<file path="src/rtl/gemm_tile_scheduler.sv">
// Tiles one GEMM job (M,K,N) into TileM x TileN output tiles and sequences the accelerator one tile at a time.
// Optional feature: define GEMM_TILE_SCHED_PERF_EN to add the perf_cycles_o busy-cycle counter.
module gemm_tile_scheduler #(
  parameter int SizeAddrWidth = 8,
  parameter int TileM         = 4,
  parameter int TileN         = 4
) (
  input  logic                     clk_i,
  input  logic                     rst_ni,
  input  logic                     cfg_start_i,
  input  logic                     abort_i,
  input  logic [SizeAddrWidth-1:0] M_size_i,
  input  logic [SizeAddrWidth-1:0] K_size_i,
  input  logic [SizeAddrWidth-1:0] N_size_i,
  output logic                     gemm_start_o,
  output logic [SizeAddrWidth-1:0] gemm_K_o,
  output logic [SizeAddrWidth-1:0] gemm_N_o,
  output logic [SizeAddrWidth-1:0] M_count_o,
  output logic [SizeAddrWidth-1:0] N_count_o,
  input  logic                     gemm_done_i,
  output logic                     busy_o,
  output logic                     done_o,
`ifdef GEMM_TILE_SCHED_PERF_EN
  output logic [31:0]              perf_cycles_o,
`endif
  output logic                     error_o
);

  localparam int MShift = $clog2(TileM);
  localparam int NShift = $clog2(TileN);

  typedef enum logic [1:0] {
    ST_IDLE,
    ST_LAUNCH,
    ST_WAIT,
    ST_DONE
  } state_t;

  state_t state_q, state_d;

  logic [SizeAddrWidth-1:0] m_q, k_q, n_q;
  logic [SizeAddrWidth-1:0] m_cnt_q, n_cnt_q;
  logic [SizeAddrWidth:0]   m_tiles, n_tiles;
  logic                     error_q;
  logic                     accept, reject, advance;
  logic                     last_n, last_tile;

  // One extra bit keeps ceil() exact for sizes near the top of the range.
  assign m_tiles = ({1'b0, m_q} + (SizeAddrWidth+1)'(TileM - 1)) >> MShift;
  assign n_tiles = ({1'b0, n_q} + (SizeAddrWidth+1)'(TileN - 1)) >> NShift;

  assign last_n    = ({1'b0, n_cnt_q} == n_tiles);
  assign last_tile = last_n && ({1'b0, m_cnt_q} == m_tiles);

  always_comb begin
    state_d = state_q;
    accept  = 1'b0;
    reject  = 1'b0;
    advance = 1'b0;
    case (state_q)
      ST_IDLE: begin
        if (cfg_start_i) begin
          if ((M_size_i != '0) && (K_size_i != '0) && (N_size_i != '0)) begin
            accept  = 1'b1;
            state_d = ST_LAUNCH;
          end else begin
            reject = 1'b1;
          end
        end
      end
      ST_LAUNCH: state_d = abort_i ? ST_IDLE : ST_WAIT;
      ST_WAIT: begin
        // Abort wins over a coincident accelerator done.
        if (abort_i) begin
          state_d = ST_IDLE;
        end else if (gemm_done_i) begin
          if (last_tile) begin
            state_d = ST_DONE;
          end else begin
            advance = 1'b1;
            state_d = ST_LAUNCH;
          end
        end
      end
      ST_DONE: state_d = ST_IDLE;
      default: state_d = ST_IDLE;
    endcase
  end

  always_ff @(posedge clk_i or negedge rst_ni) begin
    if (!rst_ni) begin
      state_q <= ST_IDLE;
      error_q <= 1'b0;
    end else begin
      state_q <= state_d;
      error_q <= reject;
    end
  end

  always_ff @(posedge clk_i or negedge rst_ni) begin
    if (!rst_ni) begin
      m_q     <= '0;
      k_q     <= '0;
      n_q     <= '0;
      m_cnt_q <= SizeAddrWidth'(1);
      n_cnt_q <= SizeAddrWidth'(1);
    end else if (accept) begin
      m_q     <= M_size_i;
      k_q     <= K_size_i;
      n_q     <= N_size_i;
      m_cnt_q <= SizeAddrWidth'(1);
      n_cnt_q <= SizeAddrWidth'(1);
    end else if (advance) begin
      if (last_n) begin
        n_cnt_q <= SizeAddrWidth'(1);
        m_cnt_q <= m_cnt_q + SizeAddrWidth'(1);
      end else begin
        n_cnt_q <= n_cnt_q + SizeAddrWidth'(1);
      end
    end
  end

  assign gemm_start_o = (state_q == ST_LAUNCH);
  assign busy_o       = (state_q == ST_LAUNCH) || (state_q == ST_WAIT);
  assign done_o       = (state_q == ST_DONE);
  assign error_o      = error_q;
  assign gemm_K_o     = k_q;
  assign gemm_N_o     = n_q;
  assign M_count_o    = m_cnt_q;
  assign N_count_o    = n_cnt_q;

`ifdef GEMM_TILE_SCHED_PERF_EN
  function automatic logic [31:0] sat_inc(input logic [31:0] v);
    return (v == 32'hFFFF_FFFF) ? v : v + 32'd1;
  endfunction

  logic [31:0] perf_q;

  always_ff @(posedge clk_i or negedge rst_ni) begin
    if (!rst_ni) begin
      perf_q <= '0;
    end else if (accept) begin
      perf_q <= '0;
    end else if (busy_o) begin
      perf_q <= sat_inc(perf_q);
    end
  end

  assign perf_cycles_o = perf_q;
`endif

endmodule

</file>
<file path="config.mk">
export PLATFORM = sky130hd
export DESIGN_NAME = gemm_tile_scheduler
export DESIGN_NICKNAME = d
export VERILOG_FILES = /design/src/rtl/gemm_tile_scheduler.sv
export SDC_FILE = /design/constraint.sdc
export NUM_CORES = 1
export LEC_CHECK = 0
export ABC_CLOCK_PERIOD_IN_PS = 2600
export CAP_MARGIN = 20
export CORE_MARGIN = 4
export CORE_UTILIZATION = 25
export DETAILED_ROUTE_END_ITERATION = 10
export PLACE_DENSITY = 0.46
export SYNTH_ARGS = -nofsm -noshare
export SYNTH_HDL_FRONTEND = slang
export SYNTH_SLANG_ARGS = --single-unit
</file>
<file path="constraint.sdc">
create_clock -name clk_i -period 2.6 [get_ports clk_i]
set_input_delay 0.26 -clock clk_i [delete_from_list [all_inputs] [get_ports clk_i]]
set_output_delay 0.26 -clock clk_i [all_outputs]
set_load 0.01 [all_outputs]
</file>
* After elaboration in Yosys (flattened, before gate mapping)
Index checks and enable logic that the tools add are counted.
** Storage, ports and cells
- Flip-flop bits (word level) :: 43
- Output and inout port bits :: 36
- Logic and storage cells :: 54
** Cells by class
- Add/subtract/negate cells :: 4
- Eq/ne operators :: 8
- Muxes and demuxes :: 23
- Reduce and logical (&&, ||, !) cells :: 12
** Operators with widths (count)
- two-way mux 8 bit :: 6
- nonzero test 8 bit :: 3
- adder 8 x 2 -> 9 bit (second input constant) :: 2
- adder 8 x 1 -> 8 bit (second input constant) :: 2
- equality test 8 x 7 -> 1 bit :: 2
- two-way mux 2 bit :: 6
- two-way mux 1 bit :: 10
- case mux 2 bit (4 select lines) :: 1
- equality test 2 bit (second input constant) :: 2
- != test 2 bit (second input constant) :: 2
- nonzero test 2 bit :: 2
- logical AND 1 bit :: 3
- != test 3 bit (second input constant) :: 1
- AND reduction 3 bit :: 1
- equality test 2 x 1 -> 1 bit (second input constant) :: 1
- logical NOT 2 bit :: 1
- AND reduction 2 bit :: 1
- logical OR 1 bit :: 1

* Longest topological paths before layout
Gate-level depths: netlist (run 1).
- Word-level depth :: 9
- Mapped depth :: 9

* Least setup slack after synthesis (run 1)
Ideal clock, no wire load.
- Path type :: register to register
- Start :: reg m_cnt_q[4] (netlist: M_count_o[4])
- End :: reg n_cnt_q[7] (netlist: N_count_o[7])
- Setup time :: 96 ps
- Arrival :: 1983 ps
- Required time :: 2504 ps
- Setup slack :: 522 ps
- Stages on the path, launching flop included :: 8
- Path buffers :: 0
- Cells stage by stage :: dfrtp_1 > or3_1 > a2111oi_0 > a41oi_1 > a2111oi_0 > a22o_2 > o21ai_0 > o31ai_1
** Between the ends
- Word-level cells in the longest chain between the ends :: 7
** Ends and longest elaborated chain
- start, declared :: line 42 : logic [SizeAddrWidth-1:0] m_cnt_q, n_cnt_q;
- start signal, assigned :: line 105 : m_cnt_q <= SizeAddrWidth'(1);
- start signal, assigned :: line 111 : m_cnt_q <= SizeAddrWidth'(1);
- start signal, assigned :: line 116 : m_cnt_q <= m_cnt_q + SizeAddrWidth'(1);
- equality test 8 x 7 -> 1 bit :: line 53 : assign last_tile = last_n && ({1'b0, m_cnt_q} == m_tiles);
- logical AND 1 bit :: line 53
- two-way mux 1 bit :: line 77 : if (last_tile) begin
- two-way mux 1 bit :: line 76 : end else if (gemm_done_i) begin
- two-way mux 1 bit :: line 74 : if (abort_i) begin
- two-way mux 1 bit :: line 60 : case (state_q)
- nonzero test 2 bit (no line)
- end signal, assigned :: line 106 : n_cnt_q <= SizeAddrWidth'(1);
- end signal, assigned :: line 112 : n_cnt_q <= SizeAddrWidth'(1);
- end signal, assigned :: line 115 : n_cnt_q <= SizeAddrWidth'(1);
- end, declared :: line 42
Every way passes these cells.
A chain may end at the register's enable or synchronous reset.

* Worst setup path in the final report (run 1)
- Start :: reg m_cnt_q[0] (netlist: M_count_o[0])
- End :: reg m_cnt_q[1] (netlist: M_count_o[1])
** Between the ends
- Word-level cells in the longest chain between the ends :: 8
- Elaborated cells on any way between the ends :: 12
- Those cells by class :: 1 x add/sub; 1 x eq/ne; 7 x mux; 3 x reduce/logical
** Ends and longest elaborated chain (line)
- equality test 8 x 7 -> 1 bit :: 53
- logical AND 1 bit :: 53
- two-way mux 1 bit :: 77
- two-way mux 1 bit :: 76
- two-way mux 1 bit :: 74
- two-way mux 1 bit :: 60
- nonzero test 2 bit (no line)
- AND reduction 2 bit (no line)
Several ways; a longest one is shown, not always the timed one. The select of a mux whose other input is x is not followed.

==> summary.txt, run 1 <==
Outcome
  • Status: complete, no violations

Synthesis
  • Post-synthesis cell count: roughly 290
  • Synth unique cells: 57
  • Post-synth EDFFs: 0
  • Syn Area/Cell: around 8.8 um^2
  • Yosys warns: 0
  • Adder-cell share of the synthesized area: 0.03411
  • Top-count cell post-synth: nand2_1
  • Synth Area in Compound Gates: 0.1335
  • Synth Area in Simple Gates: 0.3212
  • Async set-reset flop share out of synthesis: 1.000
  • Yosys reg bits: 43
  • Register area share after synthesis: 0.4201
  • Synth area leaders: dfrtp_1 40%, nand2_1 13%, ha_1 3.4%
  • Synth area leader: dfrtp_1
  • Post-Synth XOR/XNOR Area: 0.04435
  • Dominant synthesized flop cell: dfrtp_1
  • Synthesized Nets: 328
  • Largest family of logic cells by synthesized area: simple AND/OR/NAND/NOR gates
  • Most frequent cells after synthesis: 86 x nand2_1, 41 x dfrtp_1, 17 x nor2_1, 9 x inv_1
  • Mux cell area share after synthesis: 0.01559
  • Top cell type's share of synthesized area: 0.3996
  • Synthesized area: between 0.002 and 0.003 mm^2

STA
  • RSZ-0062 raised after global routing: false
  • Max transition margin: 0.7160
  • Hold Fails Final Rpt: 0
  • Fin crit period: 2.275 ns
  • Highest attainable clock frequency: 439.6 MHz
  • Hold WS: a little under 0.4 ns
  • Least-Margin Pin Slew: approximately 0.42 ns
  • Fin crit share: 0.8750
  • Endpoints failing setup: 0
  • Clk_skew: roughly 0.0050 ns
  • Max-slew violations: 0
  • Setup WS post-layout: 0.3251 ns
  • TNS Setup: 0 ns

Power
  • Sw power: 1.354 mW
  • Pint: 1.928 mW
  • Switching Share: 0.4125
  • Logic pwr share: 0.507
  • PD cells: between 900 and 1000 mW/mm^2
  • Total power: about 3.3 mW
  • Static leakage: between 1.5 and 2 nW
  • Clock network fraction of design power: 0.138
  • Peak supply drop: 0.0003319 V
  • Sequential share of power: 0.356

Layout
  • Area growth syn-to-layout: 37.33%
  • Layout Nets: between 400 and 500
  • # diodes: 0
  • Finished Core Util: 0.3558
  • Share of layout cells above drive strength 1: 0.1011

Routing
  • Via count: between 2k and 2.5k
  • Via density: around 4.6
  • Residual DRC: 0
  • DR pass1 iterations: 4
  • Average wire per standard cell: approximately 15 um
  • WL final: roughly 7300 um
  • Initial DRC Count: slightly above 90
  • Post-route ant nets: 0

Die
  • Initial core utilization: 0.2591
  • Die H: around 110 um
  • Die Wd: approximately 110 um
  • Core Region: between 0.009 and 0.01 mm^2
  • Row count: 36
  • Die ar.: between 0.01 and 0.015 mm^2
  • I/O pins: 65

Setup path
  • Worst EP required: ~2.8 ns
  • Crit path max fanout: 11
  • CP Launch Type: flop
  • Crit Path Category: reg2reg
  • Crit end category: flop
  • Critical Path AT: 2.45 ns

Global routing
  • GRT overflow: 0
  • GR Util All Layers: 0.1287
  • Vias in the first global route: approximately 2.4k
  • Initial antenna violation count: 0
  • Largest net degree at the start of global routing: 32
  • First-pass GRT wire length: 12060 um

Clock network
  • Max clock buf depth: 2
  • CTS tree: yes
  • CTS buffer count: 5
  • CTS clk-pin slew, worst paths: 0.09 ns
  • Clock Latency Late Sink: a little under 0.3 ns
  • Setup Buffers After CTS: 0
  • CTS H-tree depth: 2
  • Root buf cell: clkbuf_8
  • Num Clock Sinks: 43

Place
  • GPL Wtd Cong: 0.7257
  • Port Buffers: 64
  • Dpl ws: 0.09185 ns
  • Post-DP HPWL: 5546 um

Run
  • Max-cap viol count: 0

Hold path
  • Hold/Removal Path Class: in2async
==> area by class of cell <==
class / count / area, um^2
flip-flops and latches: 43 / 1079
inverters: 9 / 33.78
multi-input cells: 230 / 1415
well taps: 133 / 166.4
clock inverters: 1 / 5.005
fillers: 1070 / 6384
repair buffers: 76 / 740.7
clock buffers: 7 / 86.33
==> metrics by stage <==
step	std cells	instance area, um^2
2_1_floorplan	292	2567
3_3_place_gp	490	3425
3_5_place_dp	490	3425
4_1_cts	499	3526
5_1_grt	499	3526
6_report	499	3526
==> logic make-up (layout without fill, tap and decap cells) <==
kind of cell	count (synthesis)	count (layout)
AOI/OAI and AO/OA	42	42
xor gates and xnor gates	13	13
adders and majority gates	7	7
buffers and inverters	19	93
DFF	43	43
muxes	4	4
and+or+nand+nor	164	164
==> sequential cells by signal (all words and copies together), names as in the netlist <==
| register | flops |
|---|---|
| m_q | 8 |
| error_o | 1 |
| gemm_N_o | 8 |
| gemm_K_o | 8 |
| N_count_o | 8 |
| state_q | 2 |
| M_count_o | 8 |
==> worst paths after layout <==
check	from	endpoint	slack [ns]	cells past startpoint
max in group asynchronous	rst_ni	N_count_o[0]	1.44	3
worst min-delay path	rst_ni	M_count_o[3]	0.39	2
worst max-delay path	M_count_o[0]	M_count_o[1]	0.33	8
worst max register to register	M_count_o[0]	M_count_o[1]	0.33	8
worst min register to register	gemm_K_o[2]	gemm_K_o[2]	0.48	2
min in group clk_i	gemm_K_o[2]	gemm_K_o[2]	0.48	2
==> power groups by stage <==
stage          Combinational, mW  Sequential, mW  Clock [mW]
2_1_floorplan              0.894            1.20           0
3_3_place_gp                1.67            1.18           0
3_5_place_dp                1.68            1.18           0
4_1_cts                     1.69            1.17       0.477
5_1_grt                     1.86            1.21       0.501
6_report                    1.66            1.17       0.452
==> worst max-delay path, cell delays in order, from the launching register on <==
cell and delay, ns:
dfstp_2 0.60, xor2_1 0.15, nor3_1 0.06, o31ai_1 0.42, nor2_1 0.14, a211oi_2 0.28
buf_4 0.25, mux2i_1 0.20, nor2_1 0.05
==> cells in the final DEF (no fill, tap or decap), types with 6 or more instances in the layout <==
cell,count
inv_1,9
or4_1,6
clkdlybuf4s50_1,63
xor2_1,7
clkbuf_8,6
buf_4,10
dfrtp_1,41
xnor2_1,6
nand2_1,86
ha_1,7
nor2_1,17
==> per-layer routing <==
metal | part of all wire | up-vias | global-route usage
met5 | 0 | - | 0
met4 | 0.0074 | 0 | 0.03473
met3 | 0.050 | 2 | 0.02819
met2 | 0.47 | 51 | 0.2119
met1 | 0.48 | 1056 | 0.1707
li1 | - | 1170 | -
==> what timing repair did <==
item,CTS,global route
gates resized for setup,0,0
hold endpoints to repair,11,0
hold buffers,1,0
(Power assumes the default switching activity.)
==> run 2: changes to the inputs <==
--- a/config.mk
+++ b/config.mk
@@ -10,6 +10,8 @@
 export CORE_MARGIN = 4
 export CORE_UTILIZATION = 25
 export DETAILED_ROUTE_END_ITERATION = 10
+export HOLD_SLACK_MARGIN = 0.1
+export MAX_ROUTING_LAYER = met4
 export PLACE_DENSITY = 0.46
 export SYNTH_ARGS = -nofsm -noshare
 export SYNTH_HDL_FRONTEND = slang
==> run 2 against run 1 <==
Net effect: maximum frequency is 0.36% lower; sequential power about the same; final cell count did not move; clock-buffer cell count stayed put; core utilization is the same; wire length did not move; register-to-register slack about the same; design area unchanged; via count increased by 0.13%; highest routed layer unchanged; die area unchanged; non-clock buffer count did not move.
==> summary.txt, run 2 (synthesized netlist as in run 1, its figures left out) <==
Outcome
  • Status: complete, no violations (unchanged)

Clock network
  • CTS buffer count: 5 (unchanged)
  • CTS H-tree depth: 2 (unchanged)
  • Root buf cell: clkbuf_8 (unchanged)
  • Setup Buffers After CTS: 0 (unchanged)
  • CTS tree: yes (unchanged)
  • Clock Latency Late Sink: 0.29 ns (about the same)
  • Num Clock Sinks: 43 (unchanged)
  • Max clock buf depth: 2 (unchanged)
  • CTS clk-pin slew, worst paths: 0.09 ns (about the same)

Global routing
  • Initial antenna violation count: 0 (unchanged)
  • GRT overflow: 0 (unchanged)
  • Largest net degree at the start of global routing: 32 (unchanged)
  • GR Util All Layers: 0.1325 (was 0.1287)
  • Vias in the first global route: 2422 (was 2425)
  • First-pass GRT wire length: 12070 um (was 12060 um)

Power
  • Peak supply drop: 0.0003319 V (about the same)
  • PD cells: 930.5 mW/mm^2 (was 930.8 mW/mm^2)
  • Pint: 1.928 mW (about the same)
  • Clock network fraction of design power: 0.138 (about the same)
  • Static leakage: 1.565 nW (unchanged)
  • Sw power: 1.353 mW (was 1.354 mW)
  • Logic pwr share: 0.506 (was 0.507)
  • Sequential share of power: 0.356 (about the same)
  • Switching Share: 0.4123 (was 0.4125)

STA
  • Max-slew violations: 0 (unchanged)
  • Fin crit share: 0.8781 (was 0.8750)
  • Least-Margin Pin Slew: 0.4228 ns (was 0.4224 ns)
  • Endpoints failing setup: 0 (unchanged)
  • Fin crit period: 2.283 ns (was 2.275 ns)
  • Clk_skew: 0.005035 ns (was 0.005040 ns)
  • Setup WS post-layout: 0.3168 ns (was 0.3251 ns)
  • Hold Fails Final Rpt: 0 (unchanged)
  • Highest attainable clock frequency: 438.0 MHz (was 439.6 MHz)
  • TNS Setup: 0 ns (unchanged)
  • Max transition margin: 0.7157 (was 0.7160)
  • RSZ-0062 raised after global routing: false (unchanged)

Layout
  • Area growth syn-to-layout: 37.33% (unchanged)
  • Register area: 0.001079 mm^2 (unchanged)
  • Area of the multi-input gates: 0.001415 mm^2 (unchanged)
  • Layout Nets: 401 (unchanged)
  • Fillers: 1070 (unchanged)
  • Most frequent cells in the layout: 86 x nand2_1, 63 x clkdlybuf4s50_1, 41 x dfrtp_1, 17 x nor2_1, 10 x buf_4 (unchanged)
  • # diodes: 0 (unchanged)
  • Share of layout cells above drive strength 1: 0.1011 (unchanged)
  • Most common cell after layout, fill and taps aside: nand2_1 (unchanged)

Routing
  • WL final: 7317 um (unchanged)
  • DR pass1 iterations: 4 (unchanged)
  • Residual DRC: 0 (unchanged)
  • Initial DRC Count: 88 (was 93)
  • Average wire per standard cell: 14.66 um (unchanged)
  • Via count: 2282 (was 2279)
  • Via density: 4.573 (was 4.567)
  • Post-route ant nets: 0 (unchanged)

Die
  • Row count: 36 (unchanged)
  • Die H: 109.3 um (unchanged)
  • Initial core utilization: 0.2591 (unchanged)
  • I/O pins: 65 (unchanged)
  • Die Wd: 109.3 um (unchanged)
  • Core Region: 0.009910 mm^2 (unchanged)
  • Die ar.: 0.01196 mm^2 (unchanged)

Setup path
  • Reg2reg end: M_count_o[1] (unchanged)
  • Worst r2r src: M_count_o[0] (unchanged)
  • Worst EP required: 2.77 ns (about the same)
  • Crit Path Category: reg2reg (unchanged)
  • Crit path max fanout: 11 (unchanged)
  • CP Launch Type: flop (unchanged)
  • R2R depth: 8 (unchanged)
  • Crit end category: flop (unchanged)
  • Worst Setup EP: M_count_o[1] (unchanged)
  • Reg2reg setup slack: 0.32 ns (was 0.33 ns)
  • CP startpoint: M_count_o[0] (unchanged)
  • Critical Path AT: 2.46 ns (was 2.45 ns)

Hold path
  • Hold/Removal Path Class: in2async (unchanged)

Run
  • Max-cap viol count: 0 (unchanged)

Place
  • Post-DP HPWL: 5546 um (unchanged)
  • Port Buffers: 64 (unchanged)
  • GPL Wtd Cong: 0.7343 (was 0.7257)
  • Dpl ws: 0.09185 ns (unchanged)
[run 2: power groups by stage]
stage	registers, mW	logic (mW)	clock network (mW)
final	1.17	1.66	0.452
after global routing	1.21	1.86	0.501
after CTS	1.17	1.69	0.477
after detailed placement	1.18	1.68	0
after global placement	1.18	1.67	0
after floorplan	1.20	0.894	0
[run 2: worst min-delay path by stage]
stage	startpoint	to	slack, ns	cells past startpoint
2_1_floorplan	rst_ni	M_count_o[1]	-0.04	0
3_3_place_gp	rst_ni	M_count_o[1]	0.18	1
3_5_place_dp	rst_ni	M_count_o[3]	0.18	1
4_1_cts	rst_ni	M_count_o[3]	0.39	2
5_1_grt	rst_ni	M_count_o[3]	0.41	2
6_report	rst_ni	M_count_o[3]	0.39	2
[run 2: repair_timing]
action | in CTS | in global routing
resized for setup | 0 | 0
hold buffers | 1 | 0
hold endpoints to repair | 11 | 0
[run 2: worst max-delay path, stage by stage (launching register included)]
cell and delay, ns:
dfstp_2 0.61, xor2_1 0.15, nor3_1 0.06, o31ai_1 0.42, nor2_1 0.14, a211oi_2 0.28, buf_4 0.25, mux2i_1 0.20
nor2_1 0.05
[run 2: routing by layer]
layer | global-route usage | share of wire | vias to the layer above
met3 | 0.02760 | 0.048 | 2
met5 | - | 0 | -
met1 | 0.1715 | 0.48 | 1058
met4 | 0.03473 | 0.0074 | 0
li1 | - | - | 1171
met2 | 0.2119 | 0.47 | 51
[run 2: area by class of cell]
cell class                      count  share of cell area
Clock buffer                        7             0.02449
Clock inverter                      1            0.001419
Inverter                            9            0.009581
Multi-Input combinational cell    230              0.4013
Sequential cell                    43              0.3059
Tap cell                          133             0.04720
Timing Repair Buffer               76              0.2101
[run 2: stage by stage]
step / hold slack [ns] / area, um^2 / util / total power, mW / instances
global route: 0.4101 / 3526 / 0.3558 / 3.578 / 499
detailed placement: 0.1820 / 3425 / 0.3456 / 2.862 / 490
CTS: 0.3851 / 3526 / 0.3558 / 3.339 / 499
finish: 0.3930 / 3526 / 0.3558 / 3.281 / 499
global placement: 0.1779 / 3425 / 0.3456 / 2.844 / 490
floorplan: -0.03559 / 2567 / - / 2.093 / 292
==> RTL change 1 (config.mk and constraints of run 2) <==
The option `GEMM_TILE_SCHED_PERF_EN` is turned on by a define.
--- a/src/rtl/gemm_tile_scheduler.sv
+++ b/src/rtl/gemm_tile_scheduler.sv
@@ -2,2 +2,4 @@
 // Optional feature: define GEMM_TILE_SCHED_PERF_EN to add the perf_cycles_o busy-cycle counter.
+`define GEMM_TILE_SCHED_PERF_EN
+
 module gemm_tile_scheduler #(
Function (old outputs only; new: perf_cycles_o): kept (equiv_simple and equiv_induct, registers matched by name and starting in step).
==> RTL change 1 against run 2 <==
- sequential cell count up 32
- synthesized area up 67%
- final cell count rose by 64%
- count of clock-buffer cells in the layout is 4 higher
- combinational power rose by 30%
- via count grew 72%
- clock skew is 0.0076 ns higher
- design area grew 69%
- hold slack better by 0.023 ns
- power rose by 59%
- sequential power is 46% higher
- setup slack got worse by 0.13 ns
- wire length up 77%
- highest routed layer unchanged
==> RTL change 1: results (changes against run 2) <==
- Seq pwr share: 32.6% (was 35.6%)
- Cell family with most CP delay: simple AND/OR/NAND/NOR gates (was compound AO/OA/AOI/OAI gates)
- M3 GR Usage: 2.310% (was 2.760%)
- RR Endpoint: M_count_o[4]$_DFFE_PN0P_ (was M_count_o[1]$_DFFE_PN0P_)
- Placed cell area: 0.005613 mm^2 (was 0.003425 mm^2)
- Met2 Resource Use GR: 21.30% (was 21.19%)
- Outcome: complete, no violations (unchanged)
- Adder-Cell Fraction of Synth Area: 2.335% (was 3.411%)
- Number of DRC markers in iteration 0: 224 (was 88)
- LEAKAGE: 2.463 nW (was 1.565 nW)
- Final GP Congestion: 0.7676 (was 0.7343)
- Fill count: 1729 (was 1070)
- CP max stage delay: 0.46 ns (was 0.61 ns)
- Synth Area in Compound Gates: 11.38% (was 13.35%)
- Worst Max-Slew Pin Slew: 0.5788 ns (was 0.4228 ns)
- H-tree levels: 3 (was 2)
- R2r setup slk: 0.18 ns (was 0.32 ns)
- Largest net degree at the start of global routing: 44 (was 32)
- Vias in the first global route: 3877 (was 2422)
- Vias per cell: 4.785 (was 4.573)
- Slowest-stage cell, CP: or4b_1 (was dfstp_2)
- Nets: 630 (was 401)
- Post-DP HPWL: 9.720 mm (was 5.546 mm)
- XOR/XNOR share of the synthesized area: 8.173% (was 4.435%)
- Clock Latency Late Sink: 0.34 ns (was 0.29 ns)
- WL per Instance: 15.80 um (was 14.66 um)
- Clk. pwr: 1.38 mW (was 0.452 mW)
- Reg2Reg Launch Point: gemm_N_o[0]$_DFFE_PN0P_ (was M_count_o[0]$_DFFE_PN1P_)
- Final Skew: 0.01265 ns (was 0.005035 ns)
- Worst reg-to-reg path cell count: 6 (was 8)
## RTL change 1: cell types whose count changed after synthesis, sizes merged, moves of 5 or more
cell and delta:
dfrtp +32, nor2 +30, nand2 +16, xnor2 +16, clkbuf +15, nand3 +12
nand4 +12, xor2 +11, a21oi +10, nor4 +10, and3 +7, o211ai +5
## RTL change 1: cell type report
| class | count | area [um^2] | area share, % |
|---|---|---|---|
| tap | 220 | 275.3 | 4.610 |
| timing repair buffer | 120 | 1166 | 19.53 |
| clock buffer | 11 | 242.7 | 4.065 |
| multi-input combinational | 375 | 2277 | 38.14 |
| clock inverter | 5 | 85.08 | 1.425 |
| sequential | 75 | 1879 | 31.48 |
| inverter | 12 | 45.04 | 0.7544 |
## RTL change 1: worst reg2reg max path, stage by stage (launching register included)
cell,delay [ns]
dfrtp_1,0.37
or2_1,0.27
or3_4,0.40
a2111o_1,0.45
nor4_4,0.23
or4b_1,0.46
a21oi_1,0.16
## RTL change 1: metrics by stage
stage | power [mW] | hold WS (ns) | setup WS [ns] | util [%]
after CTS | 5.309 | 0.4286 | 0.05456 | 35.63
after global routing | 5.613 | 0.4588 | 0.01201 | 35.75
final | 5.233 | 0.4164 | 0.1848 | 35.75
after floorplan | 2.917 | -0.03559 | 0.1394 | -
after detailed placement | 3.885 | 0.2577 | 0.06402 | 33.61
after global placement | 3.856 | 0.2610 | 0.1029 | 33.61
## RTL change 1: cells by family (layout without fill, tap and decap cells)
logic type / Yosys count / in the layout
flip-flops: 75 / 75
buffers and inverters: 37 / 148
adder cells (fa/ha/maj): 8 / 8
AO/OA/AOI/OAI: 67 / 67
AND/OR/NAND/NOR: 254 / 254
multiplexers: 6 / 6
XOR/XNOR: 40 / 40
## RTL change 1: layer usage
| metal | wire length (um) | up-vias |
|---|---|---|
| li1 | - | 1944 |
| met1 | 6186 | 1883 |
| met2 | 6031 | 77 |
| met3 | 545 | 10 |
| met4 | 161 | 0 |
| met5 | 0 | - |
## RTL change 1: timing repair
item / CTS / global route
hold endpoints to repair: 33 / 0
gates resized for setup: 0 / 2
setup endpoints to repair: 0 / 5
buffers inserted: 0 / 1
hold buffers: 1 / 0
## RTL change 1: worst max-delay path by stage
stage	from	end	cells past startpoint
global placement	gemm_N_o[0]$_DFFE_PN0P_	M_count_o[3]$_DFFE_PN0P_	6
global route	gemm_N_o[0]$_DFFE_PN0P_	M_count_o[4]$_DFFE_PN0P_	6
CTS	gemm_N_o[0]$_DFFE_PN0P_	M_count_o[3]$_DFFE_PN0P_	6
detailed placement	gemm_N_o[0]$_DFFE_PN0P_	M_count_o[4]$_DFFE_PN0P_	6
floorplan	gemm_N_o[0]$_DFFE_PN0P_	M_count_o[3]$_DFFE_PN0P_	6
finish	gemm_N_o[0]$_DFFE_PN0P_	M_count_o[4]$_DFFE_PN0P_	6
==> RTL change 2 (settings of run 2) <==
Made on the original files. The 4 states of `state_t` get a one-hot encoding in 4 bits.
--- a/src/rtl/gemm_tile_scheduler.sv
+++ b/src/rtl/gemm_tile_scheduler.sv
@@ -31,7 +31,7 @@
 
-  typedef enum logic [1:0] {
-    ST_IDLE,
-    ST_LAUNCH,
-    ST_WAIT,
-    ST_DONE
+  typedef enum logic [3:0] {
+    ST_IDLE   = 4'b0001,
+    ST_LAUNCH = 4'b0010,
+    ST_WAIT   = 4'b0100,
+    ST_DONE   = 4'b1000
   } state_t;
Check against the original RTL: same outputs for any inputs over 10 cycles, from zero or initial values and one cycle with rst_ni low; not proved beyond that.
==> RTL change 2 against run 2 <==
- hold slack better by 0.047 ns
- power shrank 20%
- design area shrank 3.3%
- synthesized area shrank 3.8%
- setup slack got worse by 0.10 ns
- clock skew grew 0.0019 ns
- clock power rose by 24%
- wire length shrank 7.3%
- first-iteration DRC count shrank 52%
- sequential cell count up 2
- critical endpoint is now M_count_o[5]$_DFFE_PN0P_
- highest routed layer unchanged
==> RTL change 2: results (changes against run 2) <==
- R2r setup slk: 0.21 ns (was 0.32 ns)
- Worst Max-Slew Pin Slew: 0.4318 ns (was 0.4228 ns)
- # placed instances: 480 (was 490)
- Worst slack, placed: 0.1428 ns (was 0.09185 ns)
- Vias in the first global route: 2296 (was 2422)
- Logic pwr share: 37.8% (was 50.6%)
- Outcome: complete, no violations (unchanged)
- Cell family with most CP delay: simple AND/OR/NAND/NOR gates (was compound AO/OA/AOI/OAI gates)
- Top post-synthesis cells by area: dfrtp_1 (43%), nand2_1 (13%), xnor2_1 (4.3%) (was dfrtp_1 (40%), nand2_1 (13%), ha_1 (3.4%))
- Layout cells sized above 1: 7.865% (was 10.11%)
- Final Skew: 0.006925 ns (was 0.005035 ns)
- CP max stage delay: 0.53 ns (was 0.61 ns)
- Crit-path max FO: 10 (was 11)
- Vias per cell: 4.624 (was 4.573)
- Worst reg-to-reg path cell count: 7 (was 8)
- Post-Layout Cell Count: 489 (was 499)
- Met1 Usage GRT: 17.43% (was 17.15%)
- Post-DP HPWL: 5.096 mm (was 5.546 mm)
- Post-synthesis sequential area ratio: 45.72% (was 42.01%)
- Switch Pwr: 0.9273 mW (was 1.353 mW)
- Critical Path AT: 2.62 ns (was 2.46 ns)
- Number of DRC markers in iteration 0: 42 (was 88)
- Nets: 386 (was 401)
- RR Endpoint: M_count_o[5]$_DFFE_PN0P_ (was M_count_o[1]$_DFFE_PN0P_)
- Routed wl met2: 3.006 mm (was 3.428 mm)
[RTL change 2: cell count changes after synthesis, moves of 4 or more]
cell,change
inv_1,-5
nor2b_1,+5
nor3_1,+6
xnor2_1,+6
and2_1,-5
nand3_1,+7
nor4_1,+4
nor3b_1,-4
ha_1,-5
a21oi_1,+4
[RTL change 2: worst register-to-register path, stage by stage (launching register included)]
cell,delay [ns]
dfrtp_1,0.44
o2111ai_2,0.20
or4_1,0.53
nand3_1,0.10
and4b_4,0.28
nand2_4,0.10
or4_1,0.53
a21oi_1,0.15
[RTL change 2: area by class of cell]
cell class | count | area (um^2) | area share, %
sequential | 45 | 1130 | 33.14
tap | 133 | 166.4 | 4.881
clock buffer | 7 | 86.33 | 2.532
timing repair buffer | 71 | 703.2 | 20.62
inverter | 4 | 15.01 | 0.4404
multi-input combinational | 228 | 1279 | 37.50
clock inverter | 1 | 30.03 | 0.8807
[RTL change 2: through the flow]
| stage | total power, mW | instance area [um^2] |
|---|---|---|
| after global routing | 2.848 | 3410 |
| final | 2.633 | 3410 |
| after global placement | 2.084 | 3281 |
| after CTS | 2.670 | 3407 |
| after floorplan | 1.624 | 2471 |
| after detailed placement | 2.097 | 3281 |
[RTL change 2: kinds of logic (layout without fill, tap and decap cells)]
| logic type | count (synthesis) | in the layout | synth area share [%] |
|---|---|---|---|
| xor gates and xnor gates | 16 | 16 | 5.671 |
| adders and majority gates | 2 | 2 | 1.012 |
| muxes | 3 | 3 | 1.266 |
| and+or+nand+nor | 174 | 174 | 33.92 |
| buffers and inverters | 14 | 83 | 2.734 |
| AOI/OAI and AO/OA | 33 | 33 | 9.672 |
| DFF | 45 | 45 | 45.72 |
